<file path="config.mk">
export PLATFORM = sky130hd
export DESIGN_NAME = imem_loader
export DESIGN_NICKNAME = d
export VERILOG_FILES = /design/src/rtl/imem_loader_pkg.sv /design/src/rtl/byte_word_packer.sv /design/src/rtl/imem_loader.sv
export SDC_FILE = /design/constraint.sdc
export NUM_CORES = 1
export LEC_CHECK = 0
export BUFFER_PORTS_ARGS = -buffer_cell sky130_fd_sc_hd__buf_2
export CORE_ASPECT_RATIO = 0.75
export CORE_MARGIN = 1.5
export CORE_UTILIZATION = 59
export CTS_CLUSTER_DIAMETER = 30
export CTS_CLUSTER_SIZE = 30
export DETAILED_ROUTE_END_ITERATION = 8
export GPL_TIMING_DRIVEN = 1
export HOLD_SLACK_MARGIN = 0.12
export PLACE_DENSITY = 0.8
export SKIP_CTS_REPAIR_TIMING = 1
export SLEW_MARGIN = 20
export SYNTH_ARGS = -nofsm -noshare
export SYNTH_HDL_FRONTEND = slang
export SYNTH_HIERARCHICAL = 1
export SYNTH_SLANG_ARGS = --single-unit
</file>
<file path="constraint.sdc">
create_clock -name clk -period 6.2 [get_ports clk]
set_clock_uncertainty 0.2 [all_clocks]
set_input_delay 1.55 -clock clk [delete_from_list [all_inputs] [get_ports clk]]
set_output_delay 1.55 -clock clk [all_outputs]
set_load 0.01 [all_outputs]
</file>
<file path="src/rtl/imem_loader_pkg.sv">
// Shared types and constants for the instruction-memory boot loader.
// Contents: loader state enum, memory geometry, word width and header length.
// Optional build macro: IMEM_LOADER_CHECKSUM_EN adds the CKSUM state.
package imem_loader_pkg;

    localparam int unsigned IMEM_ADDR_W = 10;
    localparam int unsigned IMEM_DEPTH  = 2**IMEM_ADDR_W;
    localparam int unsigned IMEM_CNT_W  = 16;
    localparam int unsigned WORD_W      = 32;
    localparam int unsigned BYTE_W      = 8;
    localparam int unsigned HDR_BYTES   = 2;

    typedef enum logic [2:0] {
        ST_HDR_LO = 3'd0,
        ST_HDR_HI = 3'd1,
        ST_DATA   = 3'd2,
`ifdef IMEM_LOADER_CHECKSUM_EN
        ST_CKSUM  = 3'd3,
`endif
        ST_DONE   = 3'd4,
        ST_ERR    = 3'd5
    } state_e;

endpackage : imem_loader_pkg

</file>
<file path="src/rtl/byte_word_packer.sv">
// Little-endian byte-to-word assembler for the loader data phase.
// Ports:
//   clk, rst      clock, asynchronous active-high reset
//   clear         synchronous flush of byte index and partial word
//   accept        a data byte is transferred this cycle
//   byte_in       the byte being transferred
//   word_c        completed word (valid while word_ready_c is high)
//   word_ready_c  the accepted byte completes a word (byte index 3)
module byte_word_packer
    import imem_loader_pkg::*;
(
    input  logic              clk,
    input  logic              rst,
    input  logic              clear,
    input  logic              accept,
    input  logic [BYTE_W-1:0] byte_in,
    output logic [WORD_W-1:0] word_c,
    output logic              word_ready_c
);

    localparam int unsigned LOW_W = WORD_W - BYTE_W;

    logic [1:0]       idx_q;
    logic [LOW_W-1:0] low_q;

    // The fourth byte is taken straight from the input so the word is
    // available on the same edge that accepts it.
    assign word_c       = {byte_in, low_q};
    assign word_ready_c = accept && (idx_q == 2'd3);

    // Byte index and lower three bytes of the word under assembly.
    always_ff @(posedge clk or posedge rst) begin
        if (rst) begin
            idx_q <= 2'd0;
            low_q <= '0;
        end else if (clear) begin
            idx_q <= 2'd0;
            low_q <= '0;
        end else if (accept) begin
            idx_q <= idx_q + 2'd1;
            case (idx_q)
                2'd0:    low_q[7:0]   <= byte_in;
                2'd1:    low_q[15:8]  <= byte_in;
                2'd2:    low_q[23:16] <= byte_in;
                default: low_q        <= low_q;
            endcase
        end
    end

endmodule : byte_word_packer

</file>
<file path="src/rtl/imem_loader.sv">
// Boot-time loader: parses a 2-byte little-endian word count, packs the
// following bytes into 32-bit words and writes them to instruction memory
// at sequential addresses, holding the CPU in reset until the load ends.
// Build macro: IMEM_LOADER_CHECKSUM_EN appends a trailing XOR checksum byte.
// Ports:
//   clk, rst            clock, asynchronous active-high reset
//   in_valid, in_data   byte stream from host; in_ready is the handshake
//   restart             pulse that starts a new load from DONE or ERR
//   wr_en/addr/data     instruction memory write port
//   cpu_hold            holds the CPU in reset while low-level load runs
//   done, err           load outcome flags
module imem_loader
    import imem_loader_pkg::*;
#(
    parameter int unsigned ADDR_W = IMEM_ADDR_W,
    parameter int unsigned CNT_W  = IMEM_CNT_W
) (
    input  logic              clk,
    input  logic              rst,
    input  logic              in_valid,
    input  logic [BYTE_W-1:0] in_data,
    output logic              in_ready,
    input  logic              restart,
    output logic              wr_en,
    output logic [ADDR_W-1:0] wr_addr,
    output logic [WORD_W-1:0] wr_data,
    output logic              cpu_hold,
    output logic              done,
    output logic              err
);

    localparam int unsigned DEPTH = 2**ADDR_W;

`ifdef IMEM_LOADER_CHECKSUM_EN
    localparam state_e TAIL_STATE = ST_CKSUM;
    localparam logic   TAIL_READY = 1'b1;
`else
    localparam state_e TAIL_STATE = ST_DONE;
    localparam logic   TAIL_READY = 1'b0;
`endif

    state_e             state_q;
    logic [CNT_W-1:0]   count_q;
    logic [CNT_W-1:0]   word_cnt_q;

    logic               accept_c;
    logic               restart_ok_c;
    logic [CNT_W-1:0]   hdr_count_c;
    logic               last_word_c;
    logic [WORD_W-1:0]  word_c;
    logic               word_ready_c;

    assign accept_c     = in_valid && in_ready;
    assign restart_ok_c = restart && ((state_q == ST_DONE) || (state_q == ST_ERR));
    assign hdr_count_c  = CNT_W'({in_data, count_q[7:0]});
    assign last_word_c  = (word_cnt_q == (count_q - CNT_W'(1)));

    byte_word_packer u_packer (
        .clk          (clk),
        .rst          (rst),
        .clear        (restart_ok_c),
        .accept       (accept_c && (state_q == ST_DATA)),
        .byte_in      (in_data),
        .word_c       (word_c),
        .word_ready_c (word_ready_c)
    );

`ifdef IMEM_LOADER_CHECKSUM_EN
    logic [BYTE_W-1:0] xsum_q;
    logic              cksum_ok_c;

    assign cksum_ok_c = (in_data == xsum_q);

    // Running XOR over header and data bytes; the checksum byte itself is excluded.
    always_ff @(posedge clk or posedge rst) begin
        if (rst) begin
            xsum_q <= '0;
        end else if (restart_ok_c) begin
            xsum_q <= '0;
        end else if (accept_c && (state_q != ST_CKSUM)) begin
            xsum_q <= xsum_q ^ in_data;
        end
    end
`endif

    // Loader FSM with registered handshake, write port and status outputs.
    always_ff @(posedge clk or posedge rst) begin
        if (rst) begin
            state_q    <= ST_HDR_LO;
            in_ready   <= 1'b0;
            wr_en      <= 1'b0;
            wr_addr    <= '0;
            wr_data    <= '0;
            cpu_hold   <= 1'b1;
            done       <= 1'b0;
            err        <= 1'b0;
            count_q    <= '0;
            word_cnt_q <= '0;
        end else begin
            wr_en <= 1'b0;

            // Address advances on the edge after each write strobe.
            if (wr_en) begin
                word_cnt_q <= word_cnt_q + CNT_W'(1);
            end

            case (state_q)
                ST_HDR_LO: begin
                    in_ready <= 1'b1;
                    if (accept_c) begin
                        count_q[7:0] <= in_data;
                        state_q      <= ST_HDR_HI;
                    end
                end

                ST_HDR_HI: begin
                    in_ready <= 1'b1;
                    if (accept_c) begin
                        count_q <= hdr_count_c;
                        if (hdr_count_c == '0) begin
                            state_q  <= TAIL_STATE;
                            in_ready <= TAIL_READY;
                        end else if (32'(hdr_count_c) > DEPTH) begin
                            state_q  <= ST_ERR;
                            in_ready <= 1'b0;
                        end else begin
                            state_q  <= ST_DATA;
                        end
                    end
                end

                ST_DATA: begin
                    in_ready <= 1'b1;
                    if (word_ready_c) begin
                        wr_en   <= 1'b1;
                        wr_addr <= word_cnt_q[ADDR_W-1:0];
                        wr_data <= word_c;
                        if (last_word_c) begin
                            state_q  <= TAIL_STATE;
                            in_ready <= TAIL_READY;
                        end
                    end
                end

`ifdef IMEM_LOADER_CHECKSUM_EN
                ST_CKSUM: begin
                    in_ready <= 1'b1;
                    if (accept_c) begin
                        state_q  <= cksum_ok_c ? ST_DONE : ST_ERR;
                        in_ready <= 1'b0;
                    end
                end
`endif

                ST_DONE: begin
                    in_ready <= 1'b0;
                    done     <= 1'b1;
                    cpu_hold <= 1'b0;
                    err      <= 1'b0;
                end

                ST_ERR: begin
                    in_ready <= 1'b0;
                    done     <= 1'b0;
                    cpu_hold <= 1'b1;
                    err      <= 1'b1;
                end

                default: begin
                    state_q  <= ST_HDR_LO;
                    in_ready <= 1'b0;
                end
            endcase

            // Restart overrides the terminal-state outputs on the same edge.
            if (restart_ok_c) begin
                state_q    <= ST_HDR_LO;
                in_ready   <= 1'b1;
                done       <= 1'b0;
                err        <= 1'b0;
                cpu_hold   <= 1'b1;
                wr_addr    <= '0;
                word_cnt_q <= '0;
                count_q    <= '0;
            end
        end
    end

endmodule : imem_loader
</file>
==> flow_summary_export.csv <==
group,metric,value,unit
status,status,"complete, no violations",
detailed_routing,drtAntennaViolNets,0,
clocking,cts_tree,"built",
timing,finalSetupViolations,0,
logic_synthesis,avgSynthCellArea,9.37,um2
clocking,cts_htree_levels,3,
power_and_ir_drop,finalPower,1.95,mW
logic_synthesis,synthFlopType,"dfrtp_1",
place,dp.cells,692,
place,place_congestion,0.898,
die,die_y,84.6,um
timing,fmax,0.295,GHz
worst_setup_path,slowest_stage,"inv_2",
logic_synthesis,ys_async_sr_fraction,100,%
flow_run,maxCapViolCount,0,
timing,period_share,54.6,%
worst_hold_path,hold_class,"reg -> reg",
power_and_ir_drop,p_sw,657,uW
logic_synthesis,synth_edf_count,0,
timing,hold_viol,0,
final_layout,fill_cells,656,
clocking,cts_buffer_depth,2,
die,rows,29,
grt,grt_pass1_wl,19.5,mm
worst_setup_path,crit_path_end_kind,"flip-flop",
clocking,cts.sink_count,108,
power_and_ir_drop,p_leak,2.98,nW
power_and_ir_drop,clockPowerShare,29.7,%
die,die_area,9450,um2
detailed_routing,num_vias,3996,
detailed_routing,drt_iter0_drc,273,
logic_synthesis,syn_area,5240,um2
die,pin_count,59,
clocking,cts.clk_slew.worst_paths,0.07,ns
die,initial_core_util,61.4,%
grt,antenna_found_initial,0,
detailed_routing,drcViolationCount,0,
power_and_ir_drop,combPwrFrac,24.5,%
logic_synthesis,yosys_warnings,6,
power_and_ir_drop,switching_share,33.7,%
timing,drv_slew,0,
final_layout,final_cell_mix,"nand2_1, dfrtp_1, buf_2",
final_layout,final_area,5780,um2
detailed_routing,avgRoutedWirePerCell,16.3,um
die,core-area,8530,um2
final_layout,layout_commonest_cell,"nand2_1",
logic_synthesis,syn_inst,559,
die,dieWidth,112,um
grt,grt_pass1_vias,3885,
clocking,cts_buffers,9,
worst_setup_path,crit_type,"in -> reg",
final_layout,insertedDiodeCount,0,
timing,fin_tns_setup,0,ns
final_layout,fin_util,67.8,%
place,dp_hpwl,7.80,mm
clocking,clockRootBuffer,"clkbuf_16",
grt,grt_max_degree,83,
detailed_routing,viasPerCell,5.64,
power_and_ir_drop,internal_power,1.29,mW
worst_setup_path,crit_path_frequent_cell,"nand2_1",
place,io_buffer_count,58,
final_layout,layout-drive-gt1-share,14.8,%
place,placed_area,5480,um2
detailed_routing,wl,11.5,mm
worst_setup_path,crit_path_cell_trace,"buf_2, and3_1, and2_1, nand2_1, buf_4, inv_2, nand2_1, a21oi_1",
final_layout,area.growth.synth_to_final,10.5,%
power_and_ir_drop,p_seq_share,45.7,%
clocking,worstSkewPairLatency,0.34,ns
final_layout,final_net_count,613,
logic_synthesis,syn-num-nets,577,
timing,rsz0062_at_grt,"false",
logic_synthesis,yosysUniqueCellTypes,48,
worst_setup_path,cp_max_fo,43,
grt,grt.overflow.total,0,
final_layout,instances_no_fill,708,
detailed_routing,first_pass_iters,4,
worst_setup_path,slowest_delay,0.56,ns
timing,worst_slew_pin_slew,1.01,ns
worst_setup_path,start_kind,"input port",
timing,relSlewSlack,32.9,%
worst_setup_path,cp.arrival,3.44,ns
power_and_ir_drop,ir_worst_vdd,0.243,mV
worst_setup_path,cp.required,6.26,ns
grt,grt_use_total,26.1,%
timing,post-route-min-period,3.38,ns
logic_synthesis,synth-seq-area-share,51.6,%
power_and_ir_drop,power.density,337,nW/um2
logic_synthesis,synth_seq_cells,108,
[flip-flops by register name (all words and copies together) (netlist names)]
signal / cells
wr_data: 32
u_packer/low_q: 24
count_q: 16
word_cnt_q: 16
wr_addr: 10
state_q: 3
u_packer/idx_q: 2
cpu_hold: 1
done: 1
err: 1
in_ready: 1
wr_en: 1
[logic make-up after synthesis]
logic type	share of synthesized area (%)
simple gates	24.6
flops	51.6
compound gates	7.05
buf+inv	4.64
xor+xnor	5.69
mux	4.97
fa+ha+maj	1.43
[routing by layer]
metal	global-route usage (%)	vias up	share of wire, %
met3	5.70	16	6.7
met2	39.9	137	45
met5	0	-	0
li1	-	1901	-
met1	37.8	1942	47
met4	7.71	0	1.2
[final cells by class]
type	instances	area [um2]	share of cell area, %
clock buffers	10	229	3.96
multi-input cells	405	2290	39.6
repair buffers	61	317	5.47
well taps	108	135	2.34
flip-flops and latches	108	2700	46.7
clock inverters	6	71.3	1.23
inverters	10	38.8	0.671
[path summary, 6_finish.rpt]
| path | slack [ns] | endpoint | startpoint | depth (start not counted) |
|---|---|---|---|---|
| max | 2.82 | wr_addr[6]$_DFFE_PP0P_ | in_valid | 8 |
| min | 0.27 | wr_data[22]$_DFFE_PP0P_ | u_packer/low_q[22]$_DFFE_PP0P_ | 2 |
| max reg2reg | 3.09 | wr_addr[6]$_DFFE_PP0P_ | state_q[2]$_DFFE_PP0P_ | 8 |
| min reg2reg | 0.27 | wr_data[22]$_DFFE_PP0P_ | u_packer/low_q[22]$_DFFE_PP0P_ | 2 |
| max in group asynchronous | 3.93 | u_packer/low_q[22]$_DFFE_PP0P_ | rst | 2 |
| min in group asynchronous | 1.21 | wr_data[8]$_DFFE_PP0P_ | rst | 3 |
[worst max-delay path: cells and delay by family]
| family | cells | cell delay, ns |
|---|---|---|
| buffers and inverters | 3 | 0.96 |
| AND/OR/NAND/NOR | 4 | 0.75 |
| AO/OA/AOI/OAI | 1 | 0.17 |
[cells in the mapped netlist, types with 3 or more instances]
cell type / n / share of area (%)
nand2b_1: 34 / 4.1
nand3_1: 9 / 0.86
a32oi_1: 3 / 0.50
xor2_1: 15 / 2.5
mux2i_1: 26 / 5.0
dfrtp_1: 107 / 51
ha_1: 6 / 1.4
nand2_1: 167 / 12
buf_6: 5 / 1.1
nor4_1: 3 / 0.36
and3_1: 3 / 0.36
o21ai_0: 16 / 1.5
buf_4: 8 / 1.1
inv_1: 8 / 0.57
nor3_1: 10 / 0.96
xnor2_1: 19 / 3.2
buf_1: 3 / 0.22
clkbuf_1: 18 / 1.3
a21oi_1: 26 / 2.5
or3_1: 5 / 0.60
nor2_1: 25 / 1.8
nand4_1: 4 / 0.48
a41oi_1: 3 / 0.50
[metrics by stage]
| step | worst slack [ns] | hold slack [ns] |
|---|---|---|
| after detailed placement | 1.74 | 0.257 |
| final | 2.82 | 0.266 |
| after global routing | 2.63 | 0.285 |
| after floorplan | 2.34 | 0.240 |
| after CTS | 2.11 | 0.271 |
| after global placement | 1.87 | 0.254 |
[power groups by stage]
stage	registers [mW]	logic (mW)	clock network, mW
2_1_floorplan	0.862	0.401	0
3_3_place_gp	0.895	0.444	0
3_5_place_dp	0.902	0.468	0
4_1_cts	0.889	0.478	0.591
5_1_grt	0.904	0.533	0.624
6_report	0.893	0.479	0.580
Power figures use the tool's default switching activity.
